`src/rtl/dma_fsm_mc.sv`:
```
// DMA sequencer. It walks the eligible descriptors, lowest index first, and drives
// independent read and write streamer requests, with error capture, abort and a progress watchdog.
module dma_fsm_mc #(
    parameter int N_DESC      = 8,
    parameter int SIZE_W      = 32,
    parameter int ADDR_W      = 32,
    parameter int TMO_W       = 16,
    parameter int HALT_ON_ERR = 1,
    localparam int IDX_W      = $clog2(N_DESC)
) (
    input  logic                     clk,
    input  logic                     rst,
    input  logic                     go_i,
    input  logic                     abort_i,
    input  logic [TMO_W-1:0]         tmo_limit_i,
    input  logic [N_DESC-1:0]        desc_valid_i,
    input  logic [N_DESC*SIZE_W-1:0] desc_size_i,
    input  logic                     axi_pend_txn_i,
    input  logic                     axi_err_i,
    input  logic                     axi_err_wr_i,
    input  logic [ADDR_W-1:0]        axi_err_addr_i,
    output logic                     rd_req_o,
    output logic [IDX_W-1:0]         rd_idx_o,
    input  logic                     rd_done_i,
    output logic                     wr_req_o,
    output logic [IDX_W-1:0]         wr_idx_o,
    input  logic                     wr_done_i,
    output logic                     dma_active_o,
    output logic                     dma_done_o,
    output logic                     dma_err_o,
    output logic                     err_wr_o,
    output logic [ADDR_W-1:0]        err_addr_o,
    output logic                     tmo_o,
    output logic                     clear_dma_o
);

    typedef enum logic [1:0] {S_IDLE, S_CFG, S_RUN, S_DONE} state_t;

    state_t             state_q, state_d;
    logic [N_DESC-1:0]  elig, rd_mask, wr_mask;
    logic               abort_ff;
    logic [TMO_W-1:0]   tmo_cnt;
    logic               rd_found, wr_found, run, rd_acc, wr_acc, wdog_fire;
    logic [IDX_W-1:0]   rd_sel, wr_sel;

    always_comb begin
        elig = '0;
        for (int i = 0; i < N_DESC; i++)
            elig[i] = desc_valid_i[i] && (desc_size_i[i*SIZE_W +: SIZE_W] != '0);
    end

    // Scanning downward makes the last hit the lowest pending index.
    always_comb begin
        rd_found = 1'b0;
        rd_sel   = '0;
        wr_found = 1'b0;
        wr_sel   = '0;
        for (int i = N_DESC - 1; i >= 0; i--) begin
            if (elig[i] && !rd_mask[i]) begin
                rd_found = 1'b1;
                rd_sel   = IDX_W'(i);
            end
            if (elig[i] && !wr_mask[i]) begin
                wr_found = 1'b1;
                wr_sel   = IDX_W'(i);
            end
        end
    end

    assign run          = (state_q == S_RUN);
    assign rd_req_o     = run && !abort_ff && rd_found && !rst;
    assign wr_req_o     = run && !abort_ff && wr_found && !rst;
    assign rd_idx_o     = rd_req_o ? rd_sel : '0;
    assign wr_idx_o     = wr_req_o ? wr_sel : '0;
    assign rd_acc       = rd_req_o && rd_done_i;
    assign wr_acc       = wr_req_o && wr_done_i;
    assign wdog_fire    = run && !rd_acc && !wr_acc && (tmo_limit_i != '0) &&
                          (tmo_cnt == tmo_limit_i - TMO_W'(1));
    assign dma_active_o = run;
    assign dma_done_o   = (state_q == S_DONE);
    assign clear_dma_o  = (state_q == S_DONE) && (state_d == S_IDLE);

    always_comb begin
        state_d = state_q;
        case (state_q)
            S_IDLE: if (go_i) state_d = S_CFG;
            S_CFG:  state_d = (!abort_i && (|elig)) ? S_RUN : S_DONE;
            S_RUN:  if (wdog_fire || (!rd_req_o && !wr_req_o && !axi_pend_txn_i))
                        state_d = S_DONE;
            S_DONE: if (!go_i) state_d = S_IDLE;
            default: state_d = S_IDLE;
        endcase
    end

    always_ff @(posedge clk) begin
        if (rst) begin
            state_q    <= S_IDLE;
            rd_mask    <= '0;
            wr_mask    <= '0;
            abort_ff   <= 1'b0;
            tmo_cnt    <= '0;
            dma_err_o  <= 1'b0;
            err_wr_o   <= 1'b0;
            err_addr_o <= '0;
            tmo_o      <= 1'b0;
        end else begin
            state_q <= state_d;

            if (state_q == S_DONE) begin
                rd_mask <= '0;
                wr_mask <= '0;
            end else begin
                if (rd_acc) rd_mask[rd_idx_o] <= 1'b1;
                if (wr_acc) wr_mask[wr_idx_o] <= 1'b1;
            end

            // Watchdog counts only stalled RUN cycles and saturates instead of wrapping.
            if (!run || rd_acc || wr_acc)
                tmo_cnt <= '0;
            else if (tmo_cnt != '1)
                tmo_cnt <= tmo_cnt + TMO_W'(1);

            if (state_q == S_CFG) begin
                dma_err_o  <= 1'b0;
                err_wr_o   <= 1'b0;
                err_addr_o <= '0;
                tmo_o      <= 1'b0;
                abort_ff   <= 1'b0;
            end else begin
                if (run && abort_i)
                    abort_ff <= 1'b1;
                if (axi_err_i && (HALT_ON_ERR != 0))
                    abort_ff <= 1'b1;
                if (wdog_fire) begin
                    tmo_o    <= 1'b1;
                    abort_ff <= 1'b1;
                end
                if (axi_err_i && !dma_err_o) begin
                    dma_err_o  <= 1'b1;
                    err_wr_o   <= axi_err_wr_i;
                    err_addr_o <= axi_err_addr_i;
                end
            end
        end
    end

endmodule

```
`config.mk`:
```
export PLATFORM = sky130hd
export DESIGN_NAME = dma_fsm_mc
export DESIGN_NICKNAME = d
export VERILOG_FILES = /design/src/rtl/dma_fsm_mc.sv
export SDC_FILE = /design/constraint.sdc
export NUM_CORES = 1
export LEC_CHECK = 0
export ABC_AREA = 0
export CAP_MARGIN = 20
export CORE_AREA = 2 2 144 146
export DETAILED_ROUTE_END_ITERATION = 7
export DIE_AREA = 0 0 146 148
export GPL_TIMING_DRIVEN = 0
export PLACE_DENSITY = 0.73
export SLEW_MARGIN = 0
export SYNTH_ARGS = -nofsm -noshare
export SYNTH_HDL_FRONTEND = slang
export SYNTH_SLANG_ARGS = --single-unit
```
`constraint.sdc`:
```
create_clock -name clk -period 2.3 [get_ports clk]
set_clock_uncertainty 0.05 [all_clocks]
set_input_delay 0.46 -clock clk [delete_from_list [all_inputs] [get_ports clk]]
set_output_delay 0.46 -clock clk [all_outputs]
set_load 0.1 [all_outputs]
```
# --- Yosys cells after proc, flatten, opt, wreduce, memory -nomap -nowiden ---
# Cells that the tools add are included.
word_totals:
  regBits: 70
  in_bits: 321
  output_inout_bits: 46
classes:
  add_sub_neg: 2
  n_lt_le_gt_ge: 4
  n_eq_ne: 5
  mux: 46
  bitwise: 2
  n_reduce_logical: 88
ops:
  columns: ["operator", "count"]
  rows:
  - ["$reduce_bool A32 Y1", 8]
  - ["$mux W3", 18]
  - ["$logic_and A1 B1 Y1", 43]
  - ["$logic_not A1 Y1", 26]
  - ["$mux W1", 22]
  - ["$add A16 B1 Y16 const B", 1]
  - ["$eq A16 B16 Y1", 1]
  - ["$ne A16 B16 Y1 const B", 1]
  - ["$or A8 B8 Y8", 2]
  - ["$reduce_bool A16 Y1", 1]
  - ["$sub A16 B1 Y16 const B", 1]
  - ["$lt A3 B4 Y1 const B", 2]
  - ["$pmux W2 S4", 1]
  - ["$reduce_or A8 Y1", 1]
  - ["$demux W1 S3", 2]
  - ["$ge A3 B1 Y1 const B", 2]
  - ["$mux W2", 3]
  - ["$reduce_or A2 Y1", 3]
  - ["$eq A2 B2 Y1 const B", 2]
  - ["$logic_not A2 Y1", 2]
  - ["$logic_or A1 B1 Y1", 3]
  - ["$reduce_bool A3 Y1", 1]
  - ["$eq A2 B1 Y1 const B", 1]

# --- Logic depth before layout (Yosys ltp) ---
# Gate-level depths: netlist of the first run.
depth:
  ltp_word: 24
  depth_mapped: 10
  ltp_nobuf: 9

# --- Worst setup path after synthesis of the first run ---
# OpenSTA, ideal clock, no wires.
synth_timing:
  kind: "register to output"
  startpoint: "register state_q[1]"
  endpoint: "output port wr_idx_o[0]"
  arrival_ps: 3754
  required_ps: 1790
  setup_slack_ps: -1964
  stages_incl_launch_ff: 7
  n_path_buf: 2
  cell_sequence: "dfxtp_1 -> nor2b_4 -> nand2b_1 -> buf_8 -> or2_2 -> clkbuf_1 -> nor3_1"
synth_via:
  elab_chain_cells: 5
synth_rtl:
  columns: ["element", "line", "text"]
  rows:
  - ["start: declaration", "39", "state_t state_q, state_d;"]
  - ["start signal: assignment", "107", "state_q <= state_d;"]
  - ["$eq A2 B2 Y1", "70", "assign run = (state_q == S_RUN);"]
  - ["named net dma_active_o", "28", "output logic dma_active_o,"]
  - ["$logic_and A1 B1 Y1 (3 in series)", "72", "assign wr_req_o = run && !abort_ff && wr_found && !rst;"]
  - ["$mux W3", "74", "assign wr_idx_o = wr_req_o ? wr_sel : '0;"]
  - ["end: declaration", "26", "output logic [IDX_W-1:0] wr_idx_o,"]
# The timed path passes the listed nets, and every way through them passes these cells.

# --- Worst setup path after layout of the first run ---
layout_timing:
  startpoint: "input port desc_size_i[41]"
  endpoint: "output port rd_idx_o[2]"
layout_via:
  elab_chain_cells: 8
  word_cells_on_any_way: 10
  classes_between: "mux: 5; reduce/logical: 5"
layout_rtl:
  columns: ["element", "line", "text"]
  rows:
  - ["start: declaration", "17", "input logic [N_DESC*SIZE_W-1:0] desc_size_i,"]
  - ["$reduce_bool A32 Y1 (*)", "49", "elig[i] = desc_valid_i[i] && (desc_size_i[i*SIZE_W +: SIZE_W] != '0);"]
  - ["$logic_and A1 B1 Y1 (*)", "49", null]
  - ["$logic_and A1 B1 Y1 (*)", "59", "if (elig[i] && !rd_mask[i]) begin"]
  - ["$mux W1 (2 in series)", "59", null]
  - ["$logic_and A1 B1 Y1 (2 in series)", "71", "assign rd_req_o = run && !abort_ff && rd_found && !rst;"]
  - ["$mux W3 (*)", "73", "assign rd_idx_o = rd_req_o ? rd_sel : '0;"]
  - ["end: declaration", "23", "output logic [IDX_W-1:0] rd_idx_o,"]
# Mark *: on every way between the ends. The rest lies on a longest branch, timed or not.

==> run metrics, run 1 <==
DRC=0; Synth-to-Final Area Change=119.2%; DR WL/cell=roughly 18 um; Area contributors post-synth=dfxtp_1 32%, nor4_1 9.4%, nand2_1 7.3%; Final Hold Slack=0.3932 ns; PnR worst setup slack=-0.4012 ns; Arr. time, crit path=2.19 ns; # H-tree levels=3; hold buffers post-CTS=0; most common cell after layout, fill and taps aside=buf_2; hpwl dp=17,540 um; Ports=between 300 and 400; Total GRT Usage=0.2076; share of flip-flops with an asynchronous set or reset=0; register area share after synthesis=0.3190; setup slack, reg-to-reg=0.02 ns; Synth area leader=dfxtp_1; Min Clock Period, post-route=2.701 ns; first-pass GRT wire length=roughly 35,000 um; max incr delay on CP=0.28 ns; worst-margin pin slew=1.024 ns; worst-case clock buffer depth=2; Initial Util=0.2192; DR iter-0 viols=218; Crit Path Class=in2out; Clk Latency, worst-skew pair=0.34 ns; CORE AREA=20,040 um2; most frequent cells in the layout=130 x buf_2, 83 x nand2_1, 68 x dfxtp_1; number of synthesized flops with an enable pin=0; fin nets=1,334; Cell Chain, Critical Path=clkdlybuf4s15_2 -> nor4_4 -> nand4_1 -> buf_6 -> o21ai_4 -> o21ai_4 -> nor3_4 -> and2_4 -> buf_12; Reg-to-Reg Start=tmo_cnt[0]; total power=0.004065 W; count of state elements after synthesis=70; Fillers=between 1,500 and 2,000; Crit-path slowest cell=o21ai_4; row cnt=52; area of the die=21,610 um2; outcome=complete, but fails checks; cell count of the worst reg-to-reg path=9; max_cap viols=0; power per cell area=422.1 nW/um2; total congestion overflow=0; ratio of cells with drive above 1 in the final layout=0.4235; Placer Congestion=0.8390; startpoint types=primary input; max-slew violation count=0; LEAKAGE=approximately 3.8 nW; port buffer count=around 370; RSZ-0062 raised after global routing=yes; Tcrit/Tclk final=1.174; final setup fails=30; via count=6,240; vias per cell=slightly below 5; Critical Path Most Common Cell=o21ai_4; Critical Path Sink Type=primary output; Hold Path Stages=2; Fmax achieved=370.2 MHz; Fin. Hold Viols=0; pin count of the biggest net entering global routing=11; vias in the first global route=6,431; CTS buffer count=9; Synth top area share=0.3190; Antenna Nets Post-Route=0; initial antenna violation count=4; fin area=9630 um2; top_reg_cell synth=dfxtp_1; placed cell area=8478 um2; worst min-delay path startpoint=rd_mask[6]; cell count after synthesis=568; Hold Path Class=reg2reg; crit path max fanout=5; worst hold endpoint=rd_mask[6]; drt pass-1 iters=4; clock-pin transition on the worst setup and hold timing paths=0.06 ns; Post-Route WL=23,700 um; cell family with most CP delay=simple AND/OR/NAND/NOR gates; Crit Reg-Reg Endpoint=tmo_cnt[6]; post-synthesis instance area=4393 um2; VDD IR max=roughly 0.28 mV; Die Height=about 150 um; Slew headroom=0.3197; Chip Width=146 um; clock sink total=70; count of cell types in the netlist=68; Worst EP required=1.79 ns; Synth warnings=0; Syn Nets=891; root buffer cell=clkbuf_16; mean area per synthesized cell=7.734 um2; violated checks=negative setup slack; CP bufs+invs=3; TritonCTS clock tree=yes
==> metrics by stage <==
| step | setup TNS, ns | cells | utilization | worst slack [ns] |
|---|---|---|---|---|
| final | -6.420 | 1286 | 0.4806 | -0.4012 |
| after global routing | -9.771 | 1286 | 0.4806 | -0.4806 |
| after CTS | -2.680 | 1276 | 0.4707 | -0.3920 |
| after detailed placement | -52.59 | 1204 | 0.4231 | -2.244 |
| after global placement | -51.57 | 1204 | 0.4231 | -2.221 |
| after floorplan | -5.314 | 568 | - | -0.6034 |
==> worst max path at each step <==
stage                           startpoint          end  slack (ns)  cells past startpoint
final                      desc_size_i[41]  rd_idx_o[2]       -0.40                      9
after global routing      desc_size_i[150]  wr_idx_o[0]       -0.48                     10
after CTS                 desc_size_i[230]  wr_idx_o[1]       -0.39                      8
after detailed placement  desc_size_i[230]  rd_idx_o[0]       -2.24                      8
after global placement    desc_size_i[230]  rd_idx_o[0]       -2.22                      8
after floorplan                 state_q[1]  wr_idx_o[0]       -0.60                      6
==> cell usage after synthesis (5+ instances only) <==
cell type	number
a21oi_1	44
and3_1	13
clkbuf_1	15
dfxtp_1	70
inv_1	12
mux2i_1	5
nand2_1	85
nand2b_1	9
nand3_1	15
nand4_1	23
nor2_1	27
nor2b_1	10
nor3_1	19
nor3_2	11
nor4_1	66
o21a_1	7
o21ai_0	11
o21ai_1	17
xnor2_1	17
xor2_1	13
==> worst register-to-register path, delay by kind of cell, from the launching register on <==
family                   cells  cell delay [ns]
buffers and inverters        1             0.18
XOR/XNOR                     1             0.18
AND/OR/NAND/NOR              6             1.11
adder cells (fa/ha/maj)      1             0.19
flip-flops                   1             0.42
==> cell families after synthesis <==
logic type,synth area share
xor gates and xnor gates,0.05981
buffers and inverters,0.03332
muxes,0.01396
adders and majority gates,0.005695
DFF,0.3190
AOI/OAI and AO/OA,0.1752
and+or+nand+nor,0.3931
==> where the power goes <==
part / internal [W] / total, W / leakage (nW) / switching (W)
clock: 0.000766 / 0.00128 / 0.133 / 0.000511
sequential: 0.00127 / 0.00130 / 0.570 / 0.0000350
combinational: 0.000601 / 0.00148 / 3.12 / 0.000883
==> routing by layer <==
metal | wire length (um) | track usage | vias up | part of all wire
met5 | 0 | 0 | - | 0
met4 | 727 | 0.08932 | 0 | 0.031
met2 | 12800 | 0.3884 | 217 | 0.54
met3 | 1192 | 0.04691 | 51 | 0.050
met1 | 8982 | 0.2242 | 2960 | 0.38
li1 | - | - | 3012 | -
==> timing repair <==
action                     4_1_cts  5_1_grt
setup endpoints to repair       81       41
buffers inserted                86       12
gates resized for setup       1015       89
gates cloned                     0        1
pin swaps                      132       50
==> layout make-up <==
cell class	count	area (um2)	area share
diodes	3	7.507	0.0007795
plain buffers	20	107.6	0.01117
clock buffers	11	252.7	0.02624
clock inverters	2	10.01	0.001039
inverters	12	45.04	0.004677
multi-input cells	465	3881	0.4030
flip-flops and latches	70	1406	0.1460
well taps	270	337.8	0.03508
repair buffers	433	3582	0.3720
==> flip-flops by register name, indices dropped and copies added, names as in the netlist <==
name / flops
err_addr_o: 32
tmo_cnt: 16
rd_mask: 8
wr_mask: 8
state_q: 2
abort_ff: 1
dma_err_o: 1
err_wr_o: 1
tmo_o: 1
Power figures use the tool's default switching activity.
==> run 2, diff against run 1 <==
Clock period 2.3 ns to 2.2 ns, I/O delays scaled along.
==> run 2 against run 1 <==
- the run still ends with negative setup slack left
- critical path depth unchanged
- cell count decreased by 0.31%
- combinational power increased by 4%
- sequential cell count unchanged
==> run metrics, run 2 (synthesis results as in run 1) <==
outcome=complete, but fails checks; violated checks=negative setup slack; Crit-path slowest cell=o221a_4; Total GRT Usage=0.1934; Worst EP required=1.71 ns; max-slew violation count=0; Slew headroom=0.3276; area of the die=21,610 um2; sw frac=0.3358; cell internal pwr=0.002967 W; startpoint types=primary input; Antenna Nets Post-Route=0; # H-tree levels=3; Largest regs=err_addr_o x32, tmo_cnt x16; Final Hold Slack=0.3976 ns; Fin. Hold Viols=0; RSZ-0062 raised after global routing=yes; hold buffers post-CTS=0; cell count of the worst reg-to-reg path=9; LEAKAGE=between 3 and 4 nW; most frequent cells in the layout=128 x buf_2, 83 x nand2_1, 67 x dfxtp_1; Crit Path Class=in2out; Tcrit/Tclk final=1.255; PnR worst setup slack=-0.5606 ns; final setup fails=35; Die Height=between 100 and 150 um; Clk Latency, worst-skew pair=0.33 ns; Setup TNS Final=-7.102 ns; clock-pin transition on the worst setup and hold timing paths=0.06 ns; fin nets=1,328; Placer Congestion=0.8985; Fillers=roughly 1,900; Hold Path Class=reg2reg; clock sink total=70; worst hold endpoint=rd_mask[6]; Synth-to-Final Area Change=118.0%; DRC=0; Hold Path Stages=2; max_cap viols=0; placed cell area=around 8500 um2; worst min-delay path startpoint=rd_mask[6]; Crit Reg-Reg Endpoint=wr_mask[6]; Ports=roughly 370; first-pass GRT wire length=between 30,000 and 40,000 um; Multi-input gate area=3835 um2; ratio of cells with drive above 1 in the final layout=0.4267; initial antenna violation count=2; sequential cell area=roughly 1400 um2; vias per cell=approximately 5; Clk pwr share=0.351; setup slack, reg-to-reg=around 0.01 ns; via count=between 6,000 and 7,000; Cell Chain, Critical Path=buf_2 -> nor4_1 -> nand4_1 -> buf_6 -> o21ai_4 -> nand2_2 -> o221a_4 -> nor3_4 -> buf_12; Comb pwr share=0.344; fin area=9575 um2; Post-Route WL=22,820 um; total congestion overflow=0; DR iter-0 viols=296; Chip Width=146 um; largest register by flop count=err_addr_o; worst-margin pin slew=around 1 ns; part of the power in registers=0.305; Reg-to-Reg Start=state_q[0]; row cnt=52; TritonCTS clock tree=yes; Min Clock Period, post-route=roughly 2.8 ns; pin count of the biggest net entering global routing=12; VDD IR max=about 0.26 mV; drt pass-1 iters=4; root buffer cell=clkbuf_16; worst-case clock buffer depth=2; Arr. time, crit path=2.27 ns; CP bufs+invs=3; vias in the first global route=6,211; Core Util, Final=0.4778; Initial Util=0.2192; max incr delay on CP=around 0.31 ns; Fmax achieved=362.2 MHz; CTS buffer count=9; cell family with most CP delay=simple AND/OR/NAND/NOR gates; power per cell area=between 400 and 500 nW/um2; port buffer count=366; most common cell after layout, fill and taps aside=buf_2; Critical Path Sink Type=primary output; number of flip-flops in the largest register=32; CORE AREA=20,040 um2; net load switching power=0.001500 W; DR WL/cell=17.80 um; crit path max fanout=3; hpwl dp=17,080 um
-- run 2: cell types whose count changed in the layout (fill, tap and decap cells not counted), moves of 3 or more --
cell	previous run	this run
nand3_1	12	15
clkdlybuf4s15_1	66	60
nor2b_1	4	7
nor2b_4	5	2
nand3_2	3	0
-- run 2: metrics by stage --
step           setup slack, ns  cells  power, W
2_1_floorplan          -0.6834    568  0.002079
3_3_place_gp            -2.284   1204  0.002872
3_5_place_dp            -2.301   1204  0.002884
4_1_cts                -0.4294   1262  0.004412
5_1_grt                -0.6125   1282  0.004630
6_report               -0.5606   1282  0.004466
-- run 2: worst max path at each step --
| stage | cells after the start | endpoint | slack (ns) | from |
|---|---|---|---|---|
| 6_report | 9 | rd_idx_o[0] | -0.56 | desc_size_i[154] |
| 4_1_cts | 9 | wr_idx_o[0] | -0.43 | desc_size_i[94] |
| 2_1_floorplan | 6 | wr_idx_o[0] | -0.68 | state_q[1] |
| 5_1_grt | 9 | rd_idx_o[0] | -0.61 | desc_size_i[71] |
| 3_5_place_dp | 8 | rd_idx_o[2] | -2.30 | desc_size_i[34] |
| 3_3_place_gp | 8 | rd_idx_o[2] | -2.28 | desc_size_i[34] |
-- run 2: area by class of cell --
cell class | count | share of cell area
buffer | 20 | 0.01215
antenna | 2 | 0.0005227
sequential | 70 | 0.1467
multi-input combinational | 465 | 0.4005
clock buffer | 12 | 0.02574
clock inverter | 4 | 0.007317
tap | 270 | 0.03528
inverter | 12 | 0.005096
timing repair buffer | 427 | 0.3667
-- run 2: layer usage --
| metal | part of all wire | global-route usage | wire [um] |
|---|---|---|---|
| met5 | 0 | 0 | 0 |
| met4 | 0.028 | 0.07087 | 632 |
| met3 | 0.061 | 0.05031 | 1385 |
| met2 | 0.52 | 0.3514 | 11950 |
| met1 | 0.39 | 0.2182 | 8853 |
-- run 2: power by group through the flow --
stage	Combinational, W	Sequential (W)	Clock [W]
global placement	0.00148	0.00139	0
detailed placement	0.00149	0.00139	0
finish	0.00154	0.00136	0.00157
global route	0.00162	0.00137	0.00164
floorplan	0.000374	0.00171	0
CTS	0.00145	0.00136	0.00160
-- run 2: what timing repair did --
item / CTS / global route
setup buffers: 42 / 23
endpoints found under the setup margin: 81 / 41
resized for setup: 974 / 116
hold endpoints to repair: 0 / 0
cloned: 0 / 1
pin swaps: 123 / 77
-- run 2: tightest hold or removal path, cell delays in order (launching register included) --
cell	delay, ns
dfxtp_1	0.31
nand2_1	0.05
o21ai_1	0.05
==> run 3, diff against run 2 <==
--- a/constraint.sdc
+++ b/constraint.sdc
@@ -3,3 +3,3 @@
 set_input_delay 0.44 -clock clk [delete_from_list [all_inputs] [get_ports clk]]
 set_output_delay 0.44 -clock clk [all_outputs]
-set_load 0.1 [all_outputs]
+set_load 0.05 [all_outputs]
==> run 3 against run 2 <==
- the flow still finishes with violations (negative setup slack)
- clock power is 3% lower
- sequential share of layout area is 0.44 points lower
- core utilization is 1.5 points higher
- power is 3.6% lower
- die area stayed put
- non-clock buffer count is 18 higher
- register-to-register slack worse by 0.05 ns
- highest routed layer unchanged
==> run metrics, run 3 (synthesis results as in run 1) <==
outcome=complete, but fails checks; violated checks=negative setup slack; stages on the worst setup path=9; PnR worst setup slack=-0.4230 ns; total congestion overflow=0; fin nets=1,346; Placer Congestion=about 0.86; vias per cell=a little under 5; Arr. time, crit path=2.13 ns; hold buffers post-CTS=0; Slew headroom=0.3064; first-pass GRT wire length=34,760 um; Fmax achieved=381.2 MHz; Reg-to-Reg Start=state_q[0]; setup slack, reg-to-reg=-0.04 ns; vias in the first global route=6,541; Total GRT Usage=0.2030; power per cell area=435.8 nW/um2; most frequent cells in the layout=106 x buf_2, 88 x clkdlybuf4s50_1, 81 x nand2_1; DR iter-0 viols=317; cell family with most CP delay=simple AND/OR/NAND/NOR gates; Initial Util=0.2192; max incr delay on CP=0.31 ns; Post-Route WL=around 24,000 um; port buffer count=366; Cell Chain, Critical Path=clkdlybuf4s15_1 -> nor4_1 -> nand4_1 -> buf_6 -> o21ai_4 -> nand2_2 -> o221a_4 -> nor3_4 -> buf_6; CORE AREA=20,040 um2; drt pass-1 iters=4; Crit Reg-Reg Endpoint=wr_mask[6]; number of flip-flops in the largest register=32; ratio of cells with drive above 1 in the final layout=0.4358; root buffer cell=clkbuf_16; Chip Width=146 um; Fillers=1,948; final setup fails=31; Min Clock Period, post-route=2.623 ns; LEAKAGE=3.850 nW; Fin. Hold Viols=0; VDD IR max=0.3331 mV; Tcrit/Tclk final=1.192; Critical Path Most Common Cell=buf_6; Critical Path Sink Type=primary output; Synth-to-Final Area Change=125.0%; Die Height=around 150 um; Antenna Nets Post-Route=0; via count=about 6,300; sequential cell area=1406 um2; Hold Path Class=reg2reg; pin count of the biggest net entering global routing=15; Worst EP required=about 1.7 ns; RSZ-0062 raised after global routing=yes; DRC=0; Critical Path Source=desc_size_i[154]; CTS buffer count=9; most common cell after layout, fill and taps aside=buf_2; clock-pin transition on the worst setup and hold timing paths=0.06 ns; largest register by flop count=err_addr_o; Ports=367; startpoint types=primary input; total power=0.004306 W; placed insts=around 1,200; Cell Count, Final, Fillers Out=1,303; Multi-input gate area=around 4000 um2; Largest regs=err_addr_o x32, tmo_cnt x16; hpwl dp=~17,000 um; initial antenna violation count=6; Clk Latency, worst-skew pair=0.34 ns; Crit Path Class=in2out; worst-margin pin slew=about 1.0 ns; DR WL/cell=18.14 um; crit path max fanout=3; clock sink total=70; # H-tree levels=3; max-slew violation count=0; Critical Path Sink=rd_idx_o[0]; Core Util, Final=0.4931; TritonCTS clock tree=yes; area of the die=21,610 um2; Setup TNS Final=-6.693 ns; worst-case clock buffer depth=2; CP bufs+invs=3; Crit-path slowest cell=o221a_4; cell count of the worst reg-to-reg path=9; row cnt=52; max_cap viols=0
-- run 3: cell count changes in the layout (fill, tap and decap cells not counted), moves of 6 or more --
cell,previous run,this run
buf_4,41,48
dlygate4sd2_1,55,38
clkbuf_2,23,49
buf_2,128,106
clkdlybuf4s15_2,12,3
buf_12,8,0
nor3_4,3,9
clkdlybuf4s50_1,52,88
-- run 3: per-layer routing --
metal | part of all wire | vias to the layer above | track usage
met5 | 0 | - | 0
met4 | 0.044 | 0 | 0.08107
met3 | 0.055 | 78 | 0.04537
met2 | 0.53 | 252 | 0.3847
met1 | 0.37 | 2954 | 0.2181
li1 | - | 3045 | -
-- run 3: power breakdown --
part	switching [W]	internal (W)	total [W]
clock	0.000634	0.000893	0.00153
sequential	0.0000381	0.00132	0.00136
combinational	0.000744	0.000673	0.00142
total	0.00142	0.00289	0.00431
-- run 3: how the worst min path moves through the flow --
stage	cells after the start	to	startpoint
2_1_floorplan	2	wr_mask[5]	wr_mask[5]
3_3_place_gp	2	rd_mask[6]	rd_mask[6]
3_5_place_dp	2	rd_mask[6]	rd_mask[6]
4_1_cts	2	rd_mask[6]	rd_mask[6]
5_1_grt	2	rd_mask[6]	rd_mask[6]
6_report	2	rd_mask[6]	rd_mask[6]
-- run 3: what timing repair did --
action	CTS	global route
buffers inserted	64	22
resized for setup	838	185
endpoints found under the setup margin	46	41
gates cloned	0	1
pin swaps	132	102
-- run 3: stage by stage --
| stage | hold WS (ns) | worst slack [ns] | cell area (um2) |
|---|---|---|---|
| floorplan | 0.3705 | -0.2473 | 4612 |
| global placement | 0.3828 | -1.811 | 8613 |
| detailed placement | 0.3870 | -1.874 | 8613 |
| CTS | 0.3922 | -0.4170 | 9454 |
| global route | 0.4139 | -0.4751 | 9882 |
| finish | 0.3902 | -0.4230 | 9882 |
-- run 3: worst min-delay path, cell delays in order, from the launching register on --
cell     delay, ns
dfxtp_1       0.31
nand2_1       0.05
o21ai_1       0.05
-- run 3: final cells by class --
class | instances | share of cell area
buffer | 19 | 0.01152
timing repair buffer | 446 | 0.3678
tap | 270 | 0.03419
multi-input combinational | 465 | 0.4077
clock inverter | 7 | 0.007850
sequential | 70 | 0.1423
clock buffer | 9 | 0.02279
antenna | 5 | 0.001266
inverter | 12 | 0.004558
